## config.mk

```make
export PLATFORM = sky130hd
export DESIGN_NAME = trig_delay01a
export DESIGN_NICKNAME = d
export VERILOG_FILES = /design/src/rtl/trig_delay01a.sv
export SDC_FILE = /design/constraint.sdc
export NUM_CORES = 1
export LEC_CHECK = 0
export CAP_MARGIN = 40
export CORE_MARGIN = 2
export CORE_UTILIZATION = 48
export CTS_CLUSTER_DIAMETER = 80
export DETAILED_ROUTE_END_ITERATION = 6
export HOLD_SLACK_MARGIN = 0.08
export PLACE_DENSITY = 0.84
export SYNTH_ARGS = -nofsm -noshare
export SYNTH_HDL_FRONTEND = slang
export SYNTH_SLANG_ARGS = --single-unit
```

## constraint.sdc

```tcl
create_clock -name clk -period 2.19 [get_ports clk]
set_clock_uncertainty 0.15 [all_clocks]
set_input_delay 0.438 -clock clk [delete_from_list [all_inputs] [get_ports clk]]
set_output_delay 0.438 -clock clk [all_outputs]
set_load 0.02 [all_outputs]
```

## src/rtl/trig_delay01a.sv

```systemverilog
// ---------------------------------------------------------------------------
// trig_delay01a
//
// Programmable delay and one-shot pulse generator. It takes the single-cycle
// rising-edge trigger pulse from the camera-debug trigger edge detector.
// Each accepted trigger produces one output pulse of programmable width. The
// pulse starts a programmable number of cycles after the trigger. A trigger
// that arrives while a sequence is running is rejected and counted as a miss.
//
// Configuration macro:
//   TRIG_DELAY01A_MISS_CNT_EN
//     defined   : miss_count is a saturating count of rejected triggers.
//     undefined : miss_count is tied to 0 and no miss-counter logic is built.
//
// Parameters:
//   DLY_W  width of the delay input and of the delay counter
//   WID_W  width of the width input and of the pulse counter
//   CNT_W  width of trig_count and miss_count
//
// Ports:
//   clk        single clock; all logic is on the rising edge
//   reset      synchronous, active-high reset
//   trigger    one-cycle trigger pulse, synchronous to clk
//   enable     gates acceptance of new triggers only
//   delay      cycles from trigger to pulse start, sampled at accept
//   width      pulse length in cycles, sampled at accept (0 acts as 1)
//   cnt_clr    synchronous clear of both counters
//   pulse_out  generated pulse (registered)
//   busy       high while a sequence is in progress (registered)
//   trig_count number of accepted triggers, wraps
//   miss_count number of rejected triggers, saturates
// ---------------------------------------------------------------------------
module trig_delay01a #(
  parameter int DLY_W = 16,
  parameter int WID_W = 16,
  parameter int CNT_W = 16
) (
  input  logic             clk,
  input  logic             reset,
  input  logic             trigger,
  input  logic             enable,
  input  logic [DLY_W-1:0] delay,
  input  logic [WID_W-1:0] width,
  input  logic             cnt_clr,
  output logic             pulse_out,
  output logic             busy,
  output logic [CNT_W-1:0] trig_count,
  output logic [CNT_W-1:0] miss_count
);

  typedef enum logic [1:0] {
    ST_IDLE  = 2'd0,
    ST_DELAY = 2'd1,
    ST_PULSE = 2'd2
  } state_t;

  localparam logic [DLY_W-1:0] DLY_ONE = DLY_W'(1);
  localparam logic [WID_W-1:0] WID_ONE = WID_W'(1);
  localparam logic [CNT_W-1:0] CNT_ONE = CNT_W'(1);

  state_t             state_q,   state_d;
  logic [DLY_W-1:0]   dly_cnt_q, dly_cnt_d;
  logic [WID_W-1:0]   wid_lat_q, wid_lat_d;
  logic [WID_W-1:0]   pls_cnt_q, pls_cnt_d;
  logic               pulse_q,   pulse_d;
  logic               busy_q,    busy_d;
  logic [CNT_W-1:0]   trig_cnt_q, trig_cnt_d;

  logic               accept;
  logic               reject;
  logic [WID_W-1:0]   width_eff;

  // busy_q mirrors "state is not IDLE". Using it for accept/reject keeps
  // these decisions on a single flop output.
  assign accept    = trigger & enable & ~busy_q;
  assign reject    = trigger & enable &  busy_q;

  // A zero width would otherwise never terminate the pulse countdown.
  assign width_eff = (width == '0) ? WID_ONE : width;

  // Next-state logic. The delay and width inputs are only looked at on
  // accept, so mid-sequence changes cannot disturb the running sequence.
  always_comb begin
    state_d   = state_q;
    dly_cnt_d = dly_cnt_q;
    wid_lat_d = wid_lat_q;
    pls_cnt_d = pls_cnt_q;

    case (state_q)
      ST_IDLE: begin
        if (accept) begin
          wid_lat_d = width_eff;
          if (delay == '0) begin
            state_d   = ST_PULSE;
            pls_cnt_d = width_eff;
          end else begin
            state_d   = ST_DELAY;
            dly_cnt_d = delay;
          end
        end
      end

      ST_DELAY: begin
        // Delay counter holds the remaining DELAY cycles, including this one.
        if (dly_cnt_q == DLY_ONE) begin
          state_d   = ST_PULSE;
          pls_cnt_d = wid_lat_q;
        end else begin
          dly_cnt_d = dly_cnt_q - DLY_ONE;
        end
      end

      ST_PULSE: begin
        if (pls_cnt_q == WID_ONE) begin
          state_d = ST_IDLE;
        end else begin
          pls_cnt_d = pls_cnt_q - WID_ONE;
        end
      end

      default: begin
        state_d = ST_IDLE;
      end
    endcase
  end

  // Outputs are decoded from the next state and registered, so pulse_out
  // and busy come straight off flops and cannot glitch.
  always_comb begin
    pulse_d = (state_d == ST_PULSE);
    busy_d  = (state_d != ST_IDLE);
  end

  // Accepted-trigger counter. A clear wins over a simultaneous increment.
  always_comb begin
    trig_cnt_d = trig_cnt_q;
    if (cnt_clr) begin
      trig_cnt_d = '0;
    end else if (accept) begin
      trig_cnt_d = trig_cnt_q + CNT_ONE;
    end
  end

  // Sequencer and accepted-counter registers.
  always_ff @(posedge clk) begin
    if (reset) begin
      state_q    <= ST_IDLE;
      dly_cnt_q  <= '0;
      wid_lat_q  <= '0;
      pls_cnt_q  <= '0;
      pulse_q    <= 1'b0;
      busy_q     <= 1'b0;
      trig_cnt_q <= '0;
    end else begin
      state_q    <= state_d;
      dly_cnt_q  <= dly_cnt_d;
      wid_lat_q  <= wid_lat_d;
      pls_cnt_q  <= pls_cnt_d;
      pulse_q    <= pulse_d;
      busy_q     <= busy_d;
      trig_cnt_q <= trig_cnt_d;
    end
  end

`ifdef TRIG_DELAY01A_MISS_CNT_EN
  logic [CNT_W-1:0] miss_cnt_q, miss_cnt_d;

  // Rejected-trigger counter. It saturates at all-ones so that a stuck
  // trigger line reads as "many" rather than wrapping back to a small value.
  always_comb begin
    miss_cnt_d = miss_cnt_q;
    if (cnt_clr) begin
      miss_cnt_d = '0;
    end else if (reject && (miss_cnt_q != '1)) begin
      miss_cnt_d = miss_cnt_q + CNT_ONE;
    end
  end

  always_ff @(posedge clk) begin
    if (reset) begin
      miss_cnt_q <= '0;
    end else begin
      miss_cnt_q <= miss_cnt_d;
    end
  end

  assign miss_count = miss_cnt_q;
`else
  // Rejected triggers are still ignored by the sequencer. They are just
  // not counted in this build.
  logic unused_reject;
  assign unused_reject = reject;
  assign miss_count    = '0;
`endif

  assign pulse_out  = pulse_q;
  assign busy       = busy_q;
  assign trig_count = trig_cnt_q;

endmodule

```

== Word level (Yosys, flattened, before mapping) ==
Cells that the tools add are included.
Storage, ports and cells
  bits of input ports: 37
  latch bits: 0
  register bits after elaboration: 68
  memories kept: 0
  ROM bits: 0
  bits in writable memories: 0
  word-level logic and storage cells: 49
Cells by class
  $add $sub $neg: 3
  shifts and indexed selects: 0
  equality and inequality tests: 11
  magnitude comparators: 0
  multipliers: 0
  muxes and demuxes: 15
  bitwise gates (word level): 3
  div/mod/pow operators: 0
  reduce and logical (&&, ||, !) cells: 10
Operators by type and width (count)
  $mux 16: 8
  $pmux 16 s3: 1
  $eq 16x1->1 const B: 2
  $logic_not 16->1: 2
  $pmux 16 s2: 1
  $sub 16x1->16 const B: 2
  $add 16x1->16 const B: 1
  $ne 2x2->1 const B: 6
  $mux 2: 4
  $pmux 2 s3: 1
  $reduce_and 5->1: 1
  $eq 2x2->1 const B: 2
  $reduce_and 4->1: 1
  $reduce_bool 2->1: 2
  $reduce_bool 3->1: 1
  $and 1x1->1: 2
  $eq 2x1->1 const B: 1
  $logic_not 2->1: 1
  $reduce_and 2->1: 1
  $reduce_or 2->1: 1
  $not 1->1: 1

== Depth between registers and ports, before layout ==
Gate-level depths: netlist (run 1).
  depth in word-level cells: 5
  mapped depth: 10

== Least setup slack after synthesis (run 1) ==
OpenSTA, ideal clock, no wires.
  path kind: input port to flip-flop
  start point: input port delay[10]
  end point: register pls_cnt_q[4]
  library setup time: 0.067 ns
  stages: 8
  path slack: -0.030 ns
  data arrival time: 2.003 ns
  required time: 1.973 ns
  cells stage by stage: nor4_1 -> and4_1 -> buf_2 -> a21oi_1 -> a211o_1 -> buf_6 -> or3_4 -> a21oi_2
On the way
  cells in the longest elaborated chain, start to end: 3
Ends and longest elaborated chain
  start, declared: line 42  | input logic [DLY_W-1:0] delay,
  $logic_not 16->1: line 93  | if (delay == '0) begin
  $ne 2x2->1 (no source line)
  $reduce_and 5->1 (no source line)
  end signal, assigned: line 158  | pls_cnt_q <= pls_cnt_d;
  end, declared: line 64  | logic [WID_W-1:0] pls_cnt_q, pls_cnt_d;
No other way between the ends.
A chain may end at the register's enable or synchronous reset.

== Worst setup path in the final report (run 1) ==
  start point: register pls_cnt_q[6]
  end point: register pls_cnt_q[15]
On the way
  cells in the longest elaborated chain, start to end: 3
  elaborated cells between the ends (all ways): 6
  classes of those cells: add/sub: 1; eq/ne: 2; mux: 2; reduce/logical: 1
Ends and longest elaborated chain (line)
  $sub 16x1->16 or $eq 16x1->1 (tied branches): 117, 114
  $mux 16 or $ne 2x2->1 (tied branches)
  $pmux 16 s3 or $reduce_and 5->1 (tied branches)
Several ways; a longest one is shown, not always the timed one. The select of a mux whose other input is x is not followed.

==> results of run 1 <==
## sequential cells by signal, summed over array words and instances (netlist names)
register	flops
dly_cnt_q	16
pls_cnt_q	16
busy	1
pulse_out	1
wid_lat_q	16
trig_count	16
state_q	2
## critical path: cells and delay by family, from the launching register on
family	cells	cell delay (ps)
XOR/XNOR	1	200
AND/OR/NAND/NOR	3	1000
flip-flops	1	340
AO/OA/AOI/OAI	2	390
## layout make-up
class | instances | area (µm²)
inverters | 16 | 60.06
well taps | 102 | 127.6
multi-input cells | 397 | 2547
repair buffers | 121 | 1044
fillers | 594 | 2462
clock inverters | 5 | 50.05
clock buffers | 11 | 151.4
flip-flops and latches | 68 | 1365
## synth_stat cells, types with 9 or more instances
cell,count
nor4_1,11
buf_4,16
clkbuf_1,22
o21ai_1,9
ha_1,9
a21oi_1,63
nor2_1,45
xor2_1,13
o21ai_0,18
dfxtp_1,68
or3_1,9
inv_1,15
nand2_1,74
nor3_1,16
nand3_1,13
## metal layers
metal	share of wire [%]	routed length (µm)	track usage (%)
met5	0	0	0
met4	2.2	254	9.783
met3	8.1	959	5.108
met2	50	5886	44.46
met1	40	4680	31.38
## power groups by stage
stage | sequential, µW | combinational [µW] | clock [µW]
after floorplan | 1380 | 599 | 0
after global placement | 1380 | 906 | 0
after detailed placement | 1380 | 929 | 0
after CTS | 1360 | 954 | 1080
after global routing | 1370 | 1150 | 1120
final | 1370 | 1070 | 1060
## what timing repair did
action / CTS / global route
endpoints found under the hold margin: 0 / 0
pin swaps: 12 / 13
setup buffers: 1 / 4
gates cloned: 1 / 1
endpoints found under the setup margin: 28 / 32
resized for setup: 32 / 46
## path summary, 6_finish.rpt
path	end	from	slack [ps]	cells after the start
setup / recovery	pls_cnt_q[15]	pls_cnt_q[6]	20	6
hold / removal	wid_lat_q[9]	wid_lat_q[9]	310	2
setup reg to reg	pls_cnt_q[15]	pls_cnt_q[6]	20	6
hold reg to reg	wid_lat_q[9]	wid_lat_q[9]	310	2
## per-stage QoR
stage | hold WS, ps | setup WS (ps) | cell area, µm² | TNS, ps
6_report | 305.7 | 16.94 | 5345 | 0
5_1_grt | 330.1 | -96.33 | 5345 | -586.9
4_1_cts | 306.7 | -4.535 | 5137 | -9.741
3_5_place_dp | 296.8 | -625.5 | 4860 | -16500
3_3_place_gp | 295.4 | -624.8 | 4860 | -16230
2_1_floorplan | 286.0 | 11.38 | 3981 | 0
## cells by family (layout without fill, tap and decap cells)
group / Yosys count / count (layout) / share of synthesized area, %
adder cells (fa/ha/maj): 9 / 9 / 2.869
XOR/XNOR: 20 / 20 / 4.463
AO/OA/AOI/OAI: 139 / 140 / 22.44
flip-flops: 68 / 68 / 34.68
multiplexers: 3 / 3 / 0.8288
buffers and inverters: 61 / 153 / 7.714
other: 1 / 16 / 0.09554
AND/OR/NAND/NOR: 209 / 209 / 26.90
==> qor.yml, run 1 <==
outcome:
  outcome: "finished clean"
floorplan:
  fp.dieH_um: 94.43
  coreArea_um2: 7807
  rows: 32
  io-pin-count: 71
  start_util_pct: 50.27
  fp.dieW_um: 94.43
  die-area_um2: 8916
sta:
  tightest_slew_ps: 605.1
  fmax_mhz: 460.2
  fin_crit_sh_pct: 99.23
  worst_slew_margin_rel_pct: 59.66
  finalSetupViolations: 0
  hold_violations: 0
  rsz0062_at_grt: "true"
  maxSlewViolCount: 0
  period_minus_slack_ps: 2173
global_route:
  grt_usage_pct: 25.66
  grt_pass1_wl_um: 18320
  grt_overflow: 0
  antenna_found_initial: 0
  grt_max_degree: 29
  first_global_vias: 3898
routing:
  firstDrtPassIters: 5
  drc: 0
  wl_per_cell_um: 16.36
  routed_wl_um: 11780
  vias_per_cell: 5.919
  drt_first_iter_violations: 363
  ant_nets: 0
  vias: 4262
logic_synthesis:
  yosys.cell_types.count: 64
  yosysWarnings: 0
  synth_top_area_share_pct: 34.68
  syn-instance-count: 510
  synth.avg_cell_area_um2: 7.696
  ys_seq_elements: 68
  synth.area.top_cells: "dfxtp_1 35%, a21oi_1 8.0%, nand2_1 7.1%"
  synth_top_area_cell: "dfxtp_1"
  ys.flop_type: "dfxtp_1"
  seq_area_frac_synth_pct: 34.68
  ys_async_sr_fraction_pct: 0
  synth-edff-count: 0
  synth_area_um2: 3925
clock_network:
  tritoncts: "yes"
  clk-insertion-delay-late_ps: 340
  cts_buffer_depth: 2
  cts_made_buffers: 9
  cts_hold_buf: 0
  clock_sinks: 68
  h-tree-depth: 3
  cts_root_buffer: "clkbuf_8"
  path_clk_slew_ps: 70
place:
  dp.cells: 697
  gp_congestion: 0.9554
  port-buffer-count: 54
  dp_hpwl_um: 7526
pwr:
  internal-power_uw: 2363
  seqPwrFrac_pct: 39.0
  swShare_pct: 32.50
  p_leak_uw: 0.002068
  ir_drop_mv: 0.4207
  pwr-share-clk_pct: 30.4
  powerDensity_nw_per_um2: 655.0
  finalPower_uw: 3501
  p_comb_share_pct: 30.6
  p_sw_uw: 1138
layout:
  final_cells: 720
  antenna-diode-count: 0
  nets: 659
  mostFrequentLayoutCell: "nand2_1"
  final_util_pct: 68.46
  drive_gt1_share_pct: 23.30
  areaGrowthSynthToFinish_pct: 36.18
  final_cell_mix: "74 x nand2_1, 65 x dfxtp_1, 64 x buf_4"
critical_path:
  arrival_ps: 2270
  cp.required_ps: 2290
  slowest_stage: "nor4_2"
  cpPeakStageDelay_ps: 370
  startpoint_type: "register"
  crit_type: "register to register"
  critPathCaptureType: "register"
  crit_fanout: 4
  cpMostUsedCell: "nor4_2"
  path_cells: "nor4_2, nand3_1, nor4_2, xor2_1, a221oi_1, o41ai_2"
worst_hold_path:
  hold_class: "register to register"
flow_run:
  maxCapViolations: 0
Power figures use the tool's default switching activity.
==> run 2, diff against run 1 <==
--- a/config.mk
+++ b/config.mk
@@ -10,6 +10,7 @@
 export CORE_UTILIZATION = 48
 export CTS_CLUSTER_DIAMETER = 80
 export DETAILED_ROUTE_END_ITERATION = 6
+export GPL_ROUTABILITY_DRIVEN = 0
 export HOLD_SLACK_MARGIN = 0.08
 export PLACE_DENSITY = 0.84
 export SYNTH_ARGS = -nofsm -noshare
==> results of run 2 <==
Final layout, timing and power as in run 1 (identical DEF).
